$ cat src/rtl/car_sensor_conditioner.sv
// car_sensor_conditioner: synchronizes and debounces the loop detector, latches the CARS request
// until the local road is served, and keeps a saturating vehicle tally.
module car_sensor_conditioner #(
    parameter int DEBOUNCE_CYCLES = 4,
    parameter int HOLD_CYCLES     = 16,
    parameter int COUNT_WIDTH     = 8
) (
    input  logic                   clk,
    input  logic                   reset,
    input  logic                   SENSOR_RAW,
    input  logic                   LOCAL_GREEN,
    input  logic                   COUNT_CLEAR,
    output logic                   CARS,
    output logic                   VEHICLE_PRESENT,
    output logic [COUNT_WIDTH-1:0] VEHICLE_COUNT
);
    localparam int MAXC = DEBOUNCE_CYCLES > HOLD_CYCLES ? DEBOUNCE_CYCLES : HOLD_CYCLES;
    localparam int DW   = $clog2(MAXC) + 1;
    typedef enum logic [1:0] {IDLE, QUALIFY, PRESENT, RELEASE} state_t;
    state_t        state;
    logic          s1, s2;
    logic [DW-1:0] dbc;
    logic          arrival;
    assign arrival         = state == QUALIFY && s2 && dbc == DW'(DEBOUNCE_CYCLES - 1);
    assign VEHICLE_PRESENT = state == PRESENT || state == RELEASE;
    always_ff @(posedge clk) begin
        if (reset) begin
            s1            <= 1'b0;
            s2            <= 1'b0;
            state         <= IDLE;
            dbc           <= '0;
            CARS          <= 1'b0;
            VEHICLE_COUNT <= '0;
        end else begin
            s1 <= SENSOR_RAW;
            s2 <= s1;
            case (state)
                IDLE:
                    if (s2) begin
                        state <= QUALIFY;
                        dbc   <= DW'(1);
                    end
                QUALIFY:
                    if (!s2) state <= IDLE;
                    else if (arrival) state <= PRESENT;
                    else dbc <= dbc + DW'(1);
                PRESENT:
                    if (!s2) begin
                        state <= RELEASE;
                        dbc   <= DW'(1);
                    end
                RELEASE:
                    if (s2) state <= PRESENT;
                    else if (dbc == DW'(HOLD_CYCLES - 1)) state <= IDLE;
                    else dbc <= dbc + DW'(1);
                default: state <= IDLE;
            endcase
            // the request is only retired once the road is clear and has been served
            if (arrival) CARS <= 1'b1;
            else if (state == IDLE && LOCAL_GREEN) CARS <= 1'b0;
            if (COUNT_CLEAR) VEHICLE_COUNT <= arrival ? COUNT_WIDTH'(1) : '0;
            else if (arrival && !(&VEHICLE_COUNT)) VEHICLE_COUNT <= VEHICLE_COUNT + COUNT_WIDTH'(1);
        end
    end
endmodule
$ cat config.mk
export PLATFORM = sky130hd
export DESIGN_NAME = car_sensor_conditioner
export DESIGN_NICKNAME = d
export VERILOG_FILES = /design/src/rtl/car_sensor_conditioner.sv
export SDC_FILE = /design/constraint.sdc
export NUM_CORES = 1
export LEC_CHECK = 0
export CAP_MARGIN = 10
export CORE_MARGIN = 4
export CORE_UTILIZATION = 41
export DETAILED_ROUTE_END_ITERATION = 16
export GPL_TIMING_DRIVEN = 0
export PLACE_DENSITY = 0.66
export SLEW_MARGIN = 20
export SYNTH_ARGS = -nofsm -noshare
export SYNTH_HDL_FRONTEND = slang
export SYNTH_SLANG_ARGS = --single-unit
$ cat constraint.sdc
create_clock -name clk -period 1.79 [get_ports clk]
set_clock_uncertainty 0.15 [all_clocks]
set_input_delay 0.179 -clock clk [delete_from_list [all_inputs] [get_ports clk]]
set_output_delay 0.179 -clock clk [all_outputs]
set_load 0.05 [all_outputs]
==> impl_metrics.yaml, run 1 <==
status:
  status: "finished with violations"
  violations: "setup timing"
synthesis:
  async_reset_ff_share_pct: 0
  yosysWarnings: 0
  yosysUniqueCellTypes: 37
  netlist.top_cell.by_area: "dfxtp_1"
  ys_ff_latch: 18
  synth_common_cells: "18 x dfxtp_1, 11 x a21oi_1, 10 x nor2_1, 7 x nand2_1, 7 x nand3_1"
  synth_area_leaders: "dfxtp_1 39%, a21oi_1 6.0%, ha_1 4.1%"
  syn_inst: 112
  ys_seq_area_share_pct: 39.24
  syn_area_sq_um: 918.4
  postSynthAreaPerCell_sq_um: 8.200
  synth_top_cell_area_share_pct: 39.24
  synthFlopType: "dfxtp_1"
  syn-num-nets: 120
  synth_edf_count: 0
  synth.most_common_cell: "dfxtp_1"
sta:
  clock.fmax_mhz: 537.2
  period_needed_ns: 1.862
  rsz0062_at_grt: "true"
  period_share_pct: 104.0
  fin_ws_ns: -0.07162
  hold_viol_final: 0
  maxSlewViolCount: 0
  slew_headroom_pct: 66.64
  tightest_slew_ns: 0.4995
  finalSetupViolCount: 6
layout:
  insertedDiodeCount: 0
  nNetsFinal: 147
  drive_gt1_share_pct: 32.61
  post-route-util_pct: 63.24
  fillers: 194
  layout.area.seq_sq_um: 369.1
  area_delta_synth_final_pct: 40.60
  stdcell_area_sq_um: 1291
  multi_input_area_sq_um: 605.6
job:
  max-cap-violations: 0
clocking:
  clkTransAtPathRegs_ns: 0.10
  root_buffer: "clkbuf_4"
  cts_tree: "yes"
  htreeDepth: 1
  clockBufferDepth: 2
  clk_latency_ns: 0.29
  cts_buffers: 3
  ctsHoldBuffers: 0
  clock_sinks: 18
floorplan:
  std_cell_rows: 16
  io_pins: 15
  die_h_um: 55.33
  fp.dieArea_sq_um: 3061
  core-area_sq_um: 2042
  die_width_um: 55.33
  initial_utilization_pct: 44.98
routing:
  vias: 934
  drc: 0
  wirelength_um: 2323
  final_antenna_net_count: 0
  drtIter0Drc: 17
  dr.pass1.iters: 4
  wl_per_cell_um: 14.08
  via_per_inst: 5.661
placed_design:
  portBuffers: 14
  dpl-instance-area_sq_um: 1116
  routabilityCongestion: 0.8374
  dp_slack_ns: -0.1621
  hpwl_um: 1477
global_routing:
  grtUsageTotal_pct: 15.45
  grt_max_degree: 11
  grt_pass1_vias: 859
  grt.overflow.total: 0
  grt_pass1_wl_um: 3857
  antenna_found_initial: 0
critical_path:
  worstPathMaxFanout: 8
  startpoint_type: "flop"
  required_ns: 1.87
  path_class: "reg -> reg"
  worst_setup_path_end_kind: "flop"
  crit_arrival_ns: 1.94
min_path:
  hold_path_class: "in -> reg"
power_and_ir_drop:
  p_leak_uw: 0.0004971
  ir_worst_vdd_v: 0.0003182
  p_per_area_nw_per_um2: 548.8
  finalPower_uw: 708.7
[sequential cells by signal, summed over array words and instances (netlist names), named ones only]
register,cells
s1,1
s2,1
dbc,5
CARS,1
VEHICLE_COUNT,8
state,1
[cell usage in the layout, fill, tap and decap left out, types with 2 or more instances in the layout]
cell type | netlist | routed
nor2_1 | 10 | 9
nand3_1 | 7 | 6
nor2b_1 | 3 | 3
a21oi_1 | 11 | 8
nand4_1 | 2 | 2
o31ai_1 | 5 | 4
nor3_1 | 3 | 3
and3_1 | 2 | 2
inv_1 | 4 | 4
a21oi_2 | 0 | 3
or4_1 | 4 | 3
clkbuf_1 | 3 | 2
o21ai_0 | 5 | 3
clkbuf_4 | 0 | 3
dfxtp_1 | 18 | 11
buf_4 | 0 | 10
or4_4 | 0 | 2
dlygate4sd2_1 | 0 | 8
dfxtp_2 | 0 | 7
ha_4 | 0 | 2
clkdlybuf4s50_1 | 0 | 4
nand2_1 | 7 | 6
[area by class of cell]
type                            count  share of cell area (%)
Sequential cell                    18                   28.59
Inverter                            4                   1.163
Tap cell                           27                   2.616
Buffer                              4                   1.744
Multi-Input combinational cell     84                   46.90
Clock buffer                        4                   2.810
Timing Repair Buffer               24                   16.18
[worst max-delay path: stages, from the launching register on]
cell and delay [ns]:
dfxtp_2 0.33, or3_4 0.38, or2_4 0.26, buf_6 0.13
or4_4 0.41, a21oi_2 0.14
[through the flow]
step | std cells | hold WS [ns] | TNS [ns]
2_1_floorplan | 112 | 0.1572 | -0.1749
3_3_place_gp | 153 | 0.2736 | -0.6728
3_5_place_dp | 153 | 0.2837 | -0.8321
4_1_cts | 164 | 0.2747 | -0.1760
5_1_grt | 165 | 0.2963 | -0.8688
6_report | 165 | 0.2909 | -0.1284
[per-layer routing]
| metal | track usage (%) | routed length, um | up-vias | part of all wire [%] |
|---|---|---|---|---|
| met4 | 4.167 | 10 | 0 | 0.43 |
| met1 | 18.12 | 1022 | 445 | 44 |
| met2 | 26.86 | 1179 | 23 | 51 |
| met3 | 4.895 | 110 | 2 | 4.7 |
| li1 | - | - | 464 | - |
| met5 | 0 | 0 | - | 0 |
[final timing paths]
kind | from | to | slack [ns] | cells past startpoint
worst max-delay path | dbc[4]$_SDFFE_PP0P_ | VEHICLE_COUNT[3]$_SDFFE_PP0P_ | -0.07 | 5
worst max register to register | dbc[4]$_SDFFE_PP0P_ | VEHICLE_COUNT[3]$_SDFFE_PP0P_ | -0.07 | 5
worst min register to register | s1$_SDFF_PP0_ | s2$_SDFF_PP0_ | 0.30 | 1
worst min-delay path | SENSOR_RAW | s1$_SDFF_PP0_ | 0.29 | 2
[power by group]
| part | leakage [uW] | internal [uW] | switching (uW) | total (uW) |
|---|---|---|---|---|
| logic | 0.000327 | 26.7 | 26.2 | 52.9 |
| registers | 0.000149 | 406 | 5.43 | 411 |
| clock network | 0.0000210 | 124 | 121 | 245 |
| total | 0.000497 | 556 | 152 | 709 |
[cells by family after synthesis]
| family | Yosys count | synth area share [%] |
|---|---|---|
| flip-flops | 18 | 39.24 |
| adder cells (fa/ha/maj) | 3 | 4.088 |
| XOR/XNOR | 1 | 0.9539 |
| buffers and inverters | 10 | 5.039 |
| AND/OR/NAND/NOR | 49 | 28.89 |
| AO/OA/AOI/OAI | 31 | 21.80 |
[timing repair]
action,CTS,global route
gates resized for setup,18,17
gates cloned,0,0
endpoints found under the setup margin,16,15
setup buffers,9,1
pin swaps,5,5
Power figures use the tool's default switching activity.
==> run 2, diff against run 1 <==
--- a/config.mk
+++ b/config.mk
@@ -8,6 +8,7 @@
 export CAP_MARGIN = 10
 export CORE_MARGIN = 4
 export CORE_UTILIZATION = 41
+export CTS_CLUSTER_DIAMETER = 200
 export DETAILED_ROUTE_END_ITERATION = 16
 export GPL_TIMING_DRIVEN = 0
 export PLACE_DENSITY = 0.66
==> constraint.sdc (replaced) <==
create_clock -name clk -period 1.65 [get_ports clk]
set_clock_uncertainty 0.15 [all_clocks]
set_input_delay 0.165 -clock clk [delete_from_list [all_inputs] [get_ports clk]]
set_output_delay 0.165 -clock clk [all_outputs]
set_load 0.05 [all_outputs]
==> run 2 against run 1 <==
Sequential power grew 7.5%. Design area grew 7.0%. Cell count grew 1.2%. Routed wire length shrank 1.3%. Critical endpoint is now VEHICLE_COUNT[5]$_SDFFE_PP0P_. Sequential share of layout area shrank 1.2 points. Clock-buffer cell count is the same. The flow still finishes with violations (setup timing). First-iteration DRC count shrank 41%. Power grew 8.6%. Die area is the same. Flip-flop and latch count is the same.
==> impl_metrics.yaml, run 2 (same netlist as run 1, synthesis figures left out) <==
status:
  status: "finished with violations"
  violations: "setup timing"
layout:
  reg.largest.list: "VEHICLE_COUNT: 8 flops, dbc: 5 flops"
  area_delta_synth_final_pct: 50.41
  final_common_cell: "buf_4"
  regMostFlops: "VEHICLE_COUNT"
  largest_reg_flops: 8
  nNetsFinal: 149
  final_cells: 167
  stdcell_area_sq_um: 1381
  insertedDiodeCount: 0
  mostFrequentLayoutCells: "11 x buf_4, 10 x dfxtp_1, 8 x nor2_1, 8 x a21oi_1, 8 x dlygate4sd2_1"
  drive_gt1_share_pct: 40.71
floorplan:
  io_pins: 15
  initial_utilization_pct: 44.98
  die_h_um: 55.33
  die_width_um: 55.33
  core-area_sq_um: 2042
  fp.dieArea_sq_um: 3061
  std_cell_rows: 16
placed_design:
  dpl-instance-area_sq_um: 1132
  portBuffers: 14
  placed_cells: 153
  hpwl_um: 1467
  dp_slack_ns: -0.2895
  routabilityCongestion: 0.7905
critical_path:
  required_ns: 1.73
  crit_arrival_ns: 1.93
  crit_chain: "or3_4, or2_4, buf_6, or4_4, a21oi_1"
  worst_setup_path_end_kind: "flop"
  max_stage_delay_ns: 0.40
  critPathSlowestCell: "or4_4"
  startpoint_type: "flop"
  path_class: "reg -> reg"
  worstPathMaxFanout: 6
routing:
  drtIter0Drc: 10
  dr.pass1.iters: 4
  vias: 950
  final_antenna_net_count: 0
  wl_per_cell_um: 13.72
  drc: 0
  wirelength_um: 2292
  via_per_inst: 5.689
clocking:
  clock_sinks: 18
  clk_latency_ns: 0.29
  cts_tree: "yes"
  htreeDepth: 1
  root_buffer: "clkbuf_4"
  cts_buffers: 3
  clockBufferDepth: 2
  clkTransAtPathRegs_ns: 0.10
power_and_ir_drop:
  p_per_area_nw_per_um2: 557.3
  pwr-share-clk_pct: 35.2
  p_leak_uw: 0.0005077
  power.switching_uw: 171.5
  power_frac_comb_pct: 7.4
  finalPower_uw: 769.8
  intPower_uw: 598.2
  p_seq_share_pct: 57.4
  ir_worst_vdd_v: 0.0004723
  p_sw_share_pct: 22.28
global_routing:
  grt_pass1_wl_um: 3939
  grtUsageTotal_pct: 15.43
  antenna_found_initial: 0
  grt_max_degree: 11
  grt_pass1_vias: 889
  grt.overflow.total: 0
sta:
  slew_headroom_pct: 67.00
  fin_ws_ns: -0.2086
  period_needed_ns: 1.859
  rsz0062_at_grt: "true"
  period_share_pct: 112.6
  maxSlewViolCount: 0
  tns_ns: -1.061
  hold_viol_final: 0
  tightest_slew_ns: 0.4970
  finalSetupViolCount: 10
  clock.fmax_mhz: 538.0
job:
  max-cap-violations: 0
min_path:
  hold_path_class: "in -> reg"
[run 2: cell count changes in the layout (fill, tap and decap cells not counted), sizes merged]
cell	before	now
dlymetal6s2s	1	0
buf	12	14
clkbuf	6	7
[run 2: worst paths after layout]
| path | from | to | slack, ns | cells past startpoint |
|---|---|---|---|---|
| worst max register to register | dbc[2]$_SDFFE_PP0P_ | VEHICLE_COUNT[5]$_SDFFE_PP0P_ | -0.21 | 5 |
| worst min-delay path | SENSOR_RAW | s1$_SDFF_PP0_ | 0.28 | 2 |
| worst min register to register | s1$_SDFF_PP0_ | s2$_SDFF_PP0_ | 0.31 | 1 |
| worst max-delay path | dbc[2]$_SDFFE_PP0P_ | VEHICLE_COUNT[5]$_SDFFE_PP0P_ | -0.21 | 5 |
[run 2: layer usage]
layer  up-vias  global-route usage [%]  part of all wire [%]
met1       455                   20.59                    45
met4         0                   4.861                   1.4
li1        471                       -                     -
met2        18                   24.66                    50
met5         -                       0                     0
met3         6                   3.263                   3.9
[run 2: power by group through the flow]
stage               logic [uW]  clock network, uW  registers (uW)
floorplan                 26.5                  0             453
global placement          42.9                  0             454
detailed placement        43.0                  0             454
CTS                       52.3                290             443
global route              62.2                306             443
finish                    56.9                271             442
[run 2: cell type report]
| type | instances | area [sq um] |
|---|---|---|
| buffer | 4 | 22.52 |
| clock buffer | 4 | 36.28 |
| fill | 161 | 660.6 |
| inverter | 4 | 15.01 |
| multi-input combinational | 84 | 675.6 |
| sequential | 18 | 377.9 |
| tap | 27 | 33.78 |
| timing repair buffer | 26 | 220.2 |
[run 2: stage by stage]
step	hold slack, ns	util, %
2_1_floorplan	0.1432	-
3_3_place_gp	0.2668	55.45
3_5_place_dp	0.2902	55.45
4_1_cts	0.2655	63.36
5_1_grt	0.2791	67.65
6_report	0.2768	67.65
[run 2: what timing repair did]
item / CTS / global route
setup endpoints to repair: 22 / 14
pin swaps: 6 / 9
hold buffers: 0 / 0
setup buffers: 9 / 3
resized for setup: 34 / 17
[run 2: worst max-delay path, delay by kind of cell (launching register included)]
kind	cells	cell delay, ns
buffers and inverters	1	0.13
AO/OA/AOI/OAI	1	0.14
AND/OR/NAND/NOR	3	1.03
flip-flops	1	0.35
